<file path="src/rtl/mem_arb_pkg.sv">
// Shared definitions for the two-port memory arbiter: FSM state encoding,
// port identifiers and the default block/address widths.
package mem_arb_pkg;

   localparam int DEFAULT_BLOCK_W = 128;
   localparam int DEFAULT_ADDR_W  = 6;

   typedef enum logic [1:0] {
      IDLE   = 2'd0,
      I_XFER = 2'd1,
      D_XFER = 2'd2,
      DONE   = 2'd3
   } arb_state_t;

   localparam logic PORT_I = 1'b0;
   localparam logic PORT_D = 1'b1;

   // Maps a granted port onto the transfer state that serves it.
   function automatic arb_state_t xfer_state(input logic port);
      return (port == PORT_D) ? D_XFER : I_XFER;
   endfunction

endpackage

</file>
<file path="src/rtl/arb_pick.sv">
// Winner selection for the memory arbiter.
// Build option: ARB_ROUND_ROBIN_EN -- when defined, simultaneous requests go
// to the port that was not granted last; otherwise the data cache always wins.
module arb_pick
   import mem_arb_pkg::*;
(
   input  logic clock,
   input  logic reset,
   input  logic i_req,
   input  logic d_req,
   input  logic grant,
   output logic winner
);

`ifdef ARB_ROUND_ROBIN_EN
   logic last_grant;

   // Remember which port received the most recent grant so ties alternate.
   always_ff @(posedge clock or posedge reset) begin
      if (reset) begin
         last_grant <= PORT_I;
      end else if (grant) begin
         last_grant <= winner;
      end
   end

   // Tie goes to the port that did not win last time; a lone request wins outright.
   always_comb begin
      winner = PORT_I;
      if (i_req && d_req) begin
         winner = (last_grant == PORT_I) ? PORT_D : PORT_I;
      end else if (d_req) begin
         winner = PORT_D;
      end
   end
`else
   logic unused_fixed_priority;
   assign unused_fixed_priority = clock ^ reset ^ grant ^ i_req;

   // Fixed priority: the data cache wins whenever it is requesting.
   always_comb begin
      winner = PORT_I;
      if (d_req) begin
         winner = PORT_D;
      end
   end
`endif

endmodule

</file>
<file path="src/rtl/mem_arbiter.sv">
// Two-port (instruction cache / data cache) arbiter in front of a single
// block-wide memory. One transfer at a time; memory-side outputs and the
// per-port readdata registers are all registered.
// Build option: ARB_ROUND_ROBIN_EN selects round-robin tie breaking inside
// arb_pick; the default build uses data-cache priority.
module mem_arbiter
   import mem_arb_pkg::*;
#(
   parameter int BLOCK_W = DEFAULT_BLOCK_W,
   parameter int ADDR_W  = DEFAULT_ADDR_W
) (
   input  logic               clock,
   input  logic               reset,
   input  logic               i_read,
   input  logic [ADDR_W-1:0]  i_address,
   output logic [BLOCK_W-1:0] i_readdata,
   output logic               i_busywait,
   input  logic               d_read,
   input  logic               d_write,
   input  logic [ADDR_W-1:0]  d_address,
   input  logic [BLOCK_W-1:0] d_writedata,
   output logic [BLOCK_W-1:0] d_readdata,
   output logic               d_busywait,
   output logic               mem_read,
   output logic               mem_write,
   output logic [ADDR_W-1:0]  mem_address,
   output logic [BLOCK_W-1:0] mem_writedata,
   input  logic [BLOCK_W-1:0] mem_readdata,
   input  logic               mem_busywait
);

   arb_state_t         state, next_state;
   logic               owner, next_owner;
   logic               first_cycle, next_first_cycle;
   logic               next_mem_read, next_mem_write;
   logic [ADDR_W-1:0]  next_mem_address;
   logic [BLOCK_W-1:0] next_mem_writedata;
   logic [BLOCK_W-1:0] next_i_readdata, next_d_readdata;
   logic               d_req, req_any, grant, winner;

   assign d_req   = d_read | d_write;
   assign req_any = i_read | d_req;
   assign grant   = (state == IDLE) && req_any;

   arb_pick u_pick (
      .clock  (clock),
      .reset  (reset),
      .i_req  (i_read),
      .d_req  (d_req),
      .grant  (grant),
      .winner (winner)
   );

   // A port is released only during the DONE cycle of its own transfer;
   // the other port keeps stalling for as long as it is requesting.
   assign i_busywait = i_read & ~((state == DONE) && (owner == PORT_I));
   assign d_busywait = d_req  & ~((state == DONE) && (owner == PORT_D));

   // Next-state and next-register values: grant in IDLE, wait out memory in
   // XFER (ignoring busywait on the first cycle), then a single DONE cycle.
   always_comb begin
      next_state         = state;
      next_owner         = owner;
      next_first_cycle   = first_cycle;
      next_mem_read      = mem_read;
      next_mem_write     = mem_write;
      next_mem_address   = mem_address;
      next_mem_writedata = mem_writedata;
      next_i_readdata    = i_readdata;
      next_d_readdata    = d_readdata;

      case (state)
         IDLE: begin
            if (req_any) begin
               next_state       = xfer_state(winner);
               next_owner       = winner;
               next_first_cycle = 1'b1;
               if (winner == PORT_D) begin
                  next_mem_address   = d_address;
                  next_mem_writedata = d_writedata;
                  next_mem_write     = d_write;
                  next_mem_read      = ~d_write;
               end else begin
                  next_mem_address = i_address;
                  next_mem_read    = 1'b1;
                  next_mem_write   = 1'b0;
               end
            end
         end
         I_XFER, D_XFER: begin
            if (first_cycle) begin
               next_first_cycle = 1'b0;
            end else if (!mem_busywait) begin
               next_mem_read  = 1'b0;
               next_mem_write = 1'b0;
               next_state     = DONE;
               if (mem_read) begin
                  if (owner == PORT_I) begin
                     next_i_readdata = mem_readdata;
                  end else begin
                     next_d_readdata = mem_readdata;
                  end
               end
            end
         end
         DONE: begin
            next_state = IDLE;
         end
         default: begin
            next_state = IDLE;
         end
      endcase
   end

   // State and datapath registers; reset abandons any transfer in flight.
   always_ff @(posedge clock or posedge reset) begin
      if (reset) begin
         state         <= IDLE;
         owner         <= PORT_I;
         first_cycle   <= 1'b0;
         mem_read      <= 1'b0;
         mem_write     <= 1'b0;
         mem_address   <= '0;
         mem_writedata <= '0;
         i_readdata    <= '0;
         d_readdata    <= '0;
      end else begin
         state         <= next_state;
         owner         <= next_owner;
         first_cycle   <= next_first_cycle;
         mem_read      <= next_mem_read;
         mem_write     <= next_mem_write;
         mem_address   <= next_mem_address;
         mem_writedata <= next_mem_writedata;
         i_readdata    <= next_i_readdata;
         d_readdata    <= next_d_readdata;
      end
   end

endmodule

</file>
<file path="config.mk">
export PLATFORM = sky130hd
export DESIGN_NAME = mem_arbiter
export DESIGN_NICKNAME = d
export VERILOG_FILES = /design/src/rtl/mem_arb_pkg.sv /design/src/rtl/arb_pick.sv /design/src/rtl/mem_arbiter.sv
export SDC_FILE = /design/constraint.sdc
export NUM_CORES = 1
export LEC_CHECK = 0
export CAP_MARGIN = 20
export CORE_AREA = 2 2 259 261
export DETAILED_ROUTE_END_ITERATION = 10
export DIE_AREA = 0 0 261 263
export GPL_TIMING_DRIVEN = 0
export PLACE_DENSITY = 0.57
export SYNTH_ARGS = -nofsm -noshare
export SYNTH_HDL_FRONTEND = slang
export SYNTH_SLANG_ARGS = --single-unit
</file>
<file path="constraint.sdc">
create_clock -name clock -period 13.9 [get_ports clock]
set_input_delay 2.78 -clock clock [delete_from_list [all_inputs] [get_ports clock]]
set_output_delay 2.78 -clock clock [all_outputs]
set_load 0.01 [all_outputs]
</file>
# After elaboration in Yosys (flattened, before gate mapping)

Index checks and enable logic that the tools add are counted.

Output and inout port bits: 394
Input bits: 274
Flip-flop bits (word level): 396

Bitwise operators: 10
Mux-type cells: 17
Reductions and logical operators: 12
Equal/unequal tests: 6

Operator list:

| kind                                                | number |
|---|---|
| AND reduction 5 bit                                 | 2 |
| two-way mux 1 bit                                   | 8 |
| two-way mux 2 bit                                   | 4 |
| two-way mux 6 bit                                   | 1 |
| != test 2 bit, second input constant                | 3 |
| NOT 1 bit                                           | 6 |
| one-hot mux 1 bit (2 select lines)                  | 3 |
| one-hot mux 2 bit (3 select lines)                  | 1 |
| AND reduction 3 bit                                 | 2 |
| equality test 2 bit, second input constant          | 2 |
| AND reduction 2 bit                                 | 2 |
| AND reduction 4 bit                                 | 1 |
| AND 1 bit                                           | 2 |
| equality test 2 x 1 -> 1 bit, second input constant | 1 |
| logical AND 1 bit                                   | 2 |
| logical NOT 2 bit                                   | 1 |
| OR 1 bit                                            | 2 |
| nonzero test 2 bit                                  | 1 |
| OR reduction 2 bit                                  | 1 |

# Depth between registers and ports, before layout

Gate-level depths: netlist of the first run.

Word-level depth: 5
Gate-level depth with buffers: 7
Gate-level depth less buffers: 5

# Cells and area by module

A second synthesis of the first run with hierarchy kept.

Cell total of the unflattened synthesis: 878
Area total of the unflattened synthesis: 15290.9 µm²

By module, submodules not included:

| module      | seq. area each (µm²) | instances | cells each | area each (µm²) |
|---|---|---|---|---|
| mem_arbiter | 9909.5               | 1         | 877        | 15283.4 |
| arb_pick    | 0.0                  | 1         | 1          | 7.5 |

# Worst setup path after synthesis of the first run

OpenSTA, ideal clock, no wires.

Path type: input to output
From: input port d_write
To: output port d_busywait
Cell stages on the path: 2
Path buffers: 0
Arrival time: 3205 ps
Required time: 11120 ps
Path slack: 7915 ps
Cell sequence: nor2_1 -> a21oi_1

Word-level cells in the longest chain between the ends: 2

RTL lines:

| element         | line              | source |
|---|---|---|
| start, declared | mem_arbiter.sv:19 | `input logic d_write,` |
| OR 1 bit        | mem_arbiter.sv:41 | `assign d_req = d_read \| d_write;` |
| AND 1 bit       | mem_arbiter.sv:57 | `assign d_busywait = d_req & ~((state == DONE) && (owner == PORT_D));` |
| end, declared   | mem_arbiter.sv:23 | `output logic d_busywait,` |

No other way between the ends.

# Worst setup path after layout of the first run

Same ends and word-level chain as after synthesis.

==> impl_metrics.yaml, run 1 <==
critical_path:
  cp-start-kind: "primary input"
  ff2ff_setup_slack_ns: 11.84
  rr_endpoint: "d_readdata[16]$_DFFE_PP0P_"
  endpoint_kind: "output port"
  crit_arrival_ns: 4.63
  cp_max_fo: 8
  ff2ff_path_depth: 6
  r2r-start: "state[1]$_DFFE_PP0P_"
  path_class: "primary input to output port"
  cp_data_required_time_ns: 11.12
logic_synthesis:
  ys_types: 31
  synth_flop_cell: "dfrtp_1"
  yosys_warnings: 0
  syn_area_per_cell_sq_um: 18.1
  yosys-top-cells-area: "dfrtp_1, mux2_4, mux2_2, buf_12, buf_6"
  syn_nets: 1154
  synthTopCellsByCount: "dfrtp_1, mux2_4, mux2_2"
  async_reset_ff_share_pct: 100
  postSynthCellCount: 878
  yosys.area.top_type_share_pct: 62.4
  synth-seq-cells: 396
  synth_seq_area_share_pct: 62.4
  synth-edff-count: 0
  synth_largest_area_cell: "dfrtp_1"
  yosysMostFrequentCell: "dfrtp_1"
  synth_area_sq_um: 15900
floorplanning:
  die_area_sq_um: 68600
  core_area_sq_um: 65600
  ios: 668
  rows: 94
  start_util_pct: 24.2
  fp.dieW_um: 261
  fp.dieH_um: 263
timing:
  finClkSkew_ns: 0.00939
  max_slew_margin_pct: 50.6
  slew_violations: 0
  fin_crit_ns: 7.41
  rsz0062_at_grt: "no"
  tightest_slew_ns: 0.741
  whs_ns: 0.481
  fin_ws_ns: 6.49
  fmax_ghz: 0.135
  fin_crit_sh_pct: 53.3
  setup_viol: 0
  hold_violations: 0
worst_hold_path:
  min_to: "i_readdata[3]$_DFFE_PP0P_"
  hold_class: "flip-flop to flip-flop"
  hp-start: "i_readdata[3]$_DFFE_PP0P_"
  hold_depth: 1
pwr:
  p_switching_mw: 1.75
  worst_ir_drop_vdd_uv: 140
  pwr-share-clk_pct: 20.8
  power_mw: 5.84
  pwr-share-comb_pct: 44.7
  power_density_nw_per_um2: 231
  p_leak_nw: 11.2
  switching_share_pct: 29.9
  intPower_mw: 4.09
  p_seq_share_pct: 34.5
detailed_routing:
  wl_per_cell_um: 20.6
  vias_per_cell: 4.12
  vias: 10300
  ant_nets: 0
  drc: 0
  dr.pass1.iters: 4
  drt-initial-drc-count: 313
  wl_mm: 51.4
global_routing:
  grt_pass1_vias: 11600
  grt_max_degree: 127
  grt_usage_pct: 14.5
  grt_overflow: 0
  grt_first_pass_wirelength_mm: 75.6
  grt_antenna_before_repair: 3
cells_and_area:
  stdcell_area_sq_um: 25200
  antenna_cells: 0
  layout.cells.non_filler: 2494
  area_growth_pct: 58.9
  nets: 1873
  fillers: 6128
  drive_above_1_share_pct: 30.0
placement:
  dp.cells: 2412
  gp_congestion: 0.797
  io_buffers: 667
  pre_cts_ws_ns: 6.49
  dpl-instance-area_sq_um: 23700
  hpwl_mm: 39.1
cts:
  clk-insertion-delay-late_ns: 0.56
  ctsResizeCount: 0
  cts_root_buf: "clkbuf_16"
  cts_tree: "yes"
  htreeDepth: 2
  cts_hold_buf: 0
  max-clock-path-buffers: 3
  post_cts_buffers: 0
  cts.sinks: 396
  clk_pin_slew_ns: 0.05
  cts-buffers-inserted: 47
outcome:
  outcome: "completed"
flow_run:
  cap_violations: 0
[cells by family after synthesis]
logic type / share of synthesized area, %
buffers and inverters: 3.30
AOI/OAI and AO/OA: 1.07
muxes: 32.5
DFF: 62.4
adders and majority gates: 0.158
and+or+nand+nor: 0.599
[cell usage in the layout, fill, tap and decap left out, types with 9 or more instances in the layout]
master           instances
dfrtp_1                396
nor2_1                   9
clkdlybuf4s50_1        667
buf_12                  11
mux2_2                 155
clkbuf_1                19
buf_6                   15
mux2_4                 220
mux2_1                   9
buf_4                   10
clkbuf_16               49
[metal layers]
layer  track usage, %  share of wire, %
met5                0             0.053
met1             15.3                36
met4             5.07               3.4
met2             25.9                50
met3             5.85                10
[stage by stage]
stage	util [%]	TNS (ns)
after floorplan	-	0
after global placement	36.0	-1870.40
after detailed placement	36.2	0
after CTS	38.5	0
after global routing	38.5	0
final	38.5	0
[worst max path at each step]
| stage | from | to |
|---|---|---|
| floorplan | reset | d_readdata[0]$_DFFE_PP0P_ |
| global placement | reset | d_readdata[89]$_DFFE_PP0P_ |
| detailed placement | d_write | d_busywait |
| CTS | d_write | d_busywait |
| global route | d_write | d_busywait |
| finish | d_write | d_busywait |
[power by group through the flow]
stage,logic [mW],clock network [mW],registers (mW)
2_1_floorplan,0.918,0,2.24
3_3_place_gp,2.63,0,2.01
3_5_place_dp,2.64,0,2.03
4_1_cts,2.65,1.26,2.02
5_1_grt,2.75,1.31,2.09
6_report,2.61,1.21,2.01
[worst max-delay path, stage by stage]
cell             delay, ns
clkdlybuf4s50_1       0.56
nor2_1                0.53
a21oi_1               0.20
clkdlybuf4s50_1       0.56
[state kept, by name (all words and copies together), names as in the netlist]
register / flops
mem_writedata: 128
owner: 1
mem_address: 6
mem_write: 1
mem_read: 1
state: 2
d_readdata: 128
i_readdata: 128
first_cycle: 1
[final cells by class]
cell class | count | area [sq um] | share of cell area, %
Multi-Input combinational cell | 432 | 5450 | 21.6
Sequential cell | 396 | 9910 | 39.3
Tap cell | 864 | 1080 | 4.28
Buffer | 44 | 502 | 1.99
Inverter | 6 | 30.0 | 0.119
Clock buffer | 71 | 1360 | 5.38
Clock inverter | 11 | 144 | 0.570
Timing Repair Buffer | 670 | 6760 | 26.8
No activity file was read; power rests on OpenSTA's default activity.
==> run 2, diff against run 1 <==
==> constraint.sdc (replaced) <==
create_clock -name clock -period 6.2 [get_ports clock]
set_input_delay 1.24 -clock clock [delete_from_list [all_inputs] [get_ports clock]]
set_output_delay 1.24 -clock clock [all_outputs]
set_load 0.01 [all_outputs]
==> impl_metrics.yaml, run 2 (synthesis results as in run 1) <==
cts:
  cts_tree: "yes"
  htreeDepth: 2
  cts_root_buf: "clkbuf_16"
  post_cts_buffers: 0
  clk_pin_slew_ns: 0.06
  cts.sinks: 396
  cts_hold_buf: 0
  max-clock-path-buffers: 3
  cts-buffers-inserted: 47
  clk-insertion-delay-late_ns: 0.57
  ctsResizeCount: 0
detailed_routing:
  vias_per_cell: 4.09
  drt-initial-drc-count: 306
  ant_nets: 0
  vias: 10200
  wl_per_cell_um: 20.7
  drc: 0
  wl_mm: 51.8
  dr.pass1.iters: 4
cells_and_area:
  nets: 1882
  top_regs: "d_readdata: 128 flops, i_readdata: 128 flops, mem_writedata: 128 flops"
  fillers: 6111
  area_growth_pct: 59.9
  drive_above_1_share_pct: 30.5
  final_common_cell: "clkdlybuf4s50_1"
  layout_common_cells: "clkdlybuf4s50_1, dfrtp_1, mux2_4"
floorplanning:
  die_area_sq_um: 68600
  fp.dieH_um: 263
  fp.dieW_um: 261
  ios: 668
  start_util_pct: 24.2
  core_area_sq_um: 65600
  rows: 94
global_routing:
  grt_pass1_vias: 11600
  grt_overflow: 0
  grt_antenna_before_repair: 6
  grt_max_degree: 42
  grt_usage_pct: 14.7
  grt_first_pass_wirelength_mm: 76.5
flow_run:
  cap_violations: 0
worst_hold_path:
  hold_depth: 1
  min_to: "i_readdata[5]$_DFFE_PP0P_"
  hold_class: "flip-flop to flip-flop"
  hp-start: "i_readdata[5]$_DFFE_PP0P_"
critical_path:
  critical_path.top_delay_family: "buffers and inverters"
  rr_endpoint: "d_readdata[16]$_DFFE_PP0P_"
  crit_arrival_ns: 3.00
  path_class: "primary input to output port"
  ff2ff_setup_slack_ns: 4.10
  worst_path_most_repeated_cell: "clkdlybuf4s50_1"
  cp_data_required_time_ns: 4.96
  crit_chain: "clkdlybuf4s50_1 -> nor2_1 -> a21oi_1 -> clkdlybuf4s50_1"
  crit_path_max_incr_delay_ns: 0.55
  cp-start-kind: "primary input"
  ff2ff_path_depth: 6
  endpoint_kind: "output port"
  critPathSlowestCell: "clkdlybuf4s50_1"
  cp_num_buf_inv: 2
  r2r-start: "state[1]$_DFFE_PP0P_"
  cp_max_fo: 8
placement:
  hpwl_mm: 39.5
  io_buffers: 667
  gp_congestion: 0.825
timing:
  whs_ns: 0.484
  fin_crit_sh_pct: 68.5
  tightest_slew_ns: 0.559
  tns_ns: 0
  fmax_ghz: 0.236
  slew_violations: 0
  hold_violations: 0
  rsz0062_at_grt: "no"
  setup_viol: 0
  fin_crit_ns: 4.24
  max_slew_margin_pct: 62.6
  finClkSkew_ns: 0.0236
pwr:
  p_leak_nw: 11.3
  power_density_nw_per_um2: 516
  worst_ir_drop_vdd_uv: 328
outcome:
  outcome: "completed"
## run 2: cell count changes in the layout (fill, tap and decap cells not counted)
cell,before,now
buf_12,11,21
clkbuf_1,19,14
clkbuf_8,5,7
diode_2,0,2
buf_16,3,2
clkinv_2,4,3
clkinvlp_4,1,2
inv_6,3,2
inv_8,1,0
## run 2: metal layers
layer,wire [um],up-vias,global-route usage (%)
li1,-,4555,-
met4,1270,8,4.13
met2,26000,443,26.0
met1,19300,5131,16.2
met5,55,-,0
met3,5080,77,5.79
## run 2: cell type report
cell class              instances  area (sq um)  area share (%)
diodes                          2          5.00          0.0197
plain buffers                  44           502            1.98
clock buffers                  68          1370            5.38
clock inverters                 9           130           0.512
inverters                       6          26.3           0.103
multi-input cells             432          5450            21.5
flip-flops and latches        396          9910            39.0
well taps                     864          1080            4.26
repair buffers                679          6930            27.3
## run 2: worst max-delay path by stage
| stage | depth (start not counted) | end | startpoint |
|---|---|---|---|
| floorplan | 1 | d_readdata[0]$_DFFE_PP0P_ | reset |
| global placement | 2 | i_readdata[61]$_DFFE_PP0P_ | reset |
| detailed placement | 4 | d_busywait | d_write |
| CTS | 4 | d_busywait | d_write |
| global route | 4 | d_busywait | d_write |
| finish | 4 | d_busywait | d_write |
## run 2: metrics by stage
stage / util, % / instance area, sq um / instances / total power, mW / worst slack, ns
2_1_floorplan: - / 15900 / 878 / 7.08 / -0.370
3_5_place_dp: 36.4 / 23900 / 2421 / 10.4 / 1.97
3_3_place_gp: 36.0 / 23600 / 2409 / 10.4 / -3.15
6_report: 38.7 / 25400 / 2500 / 13.1 / 1.96
4_1_cts: 38.7 / 25400 / 2498 / 13.3 / 1.96
5_1_grt: 38.7 / 25400 / 2498 / 13.8 / 1.86
## run 2: report_power, final
part | leakage [nW] | internal [mW] | switching, mW
clock | 0.732 | 1.64 | 1.09
sequential | 4.99 | 3.82 | 0.692
combinational | 5.55 | 3.73 | 2.13
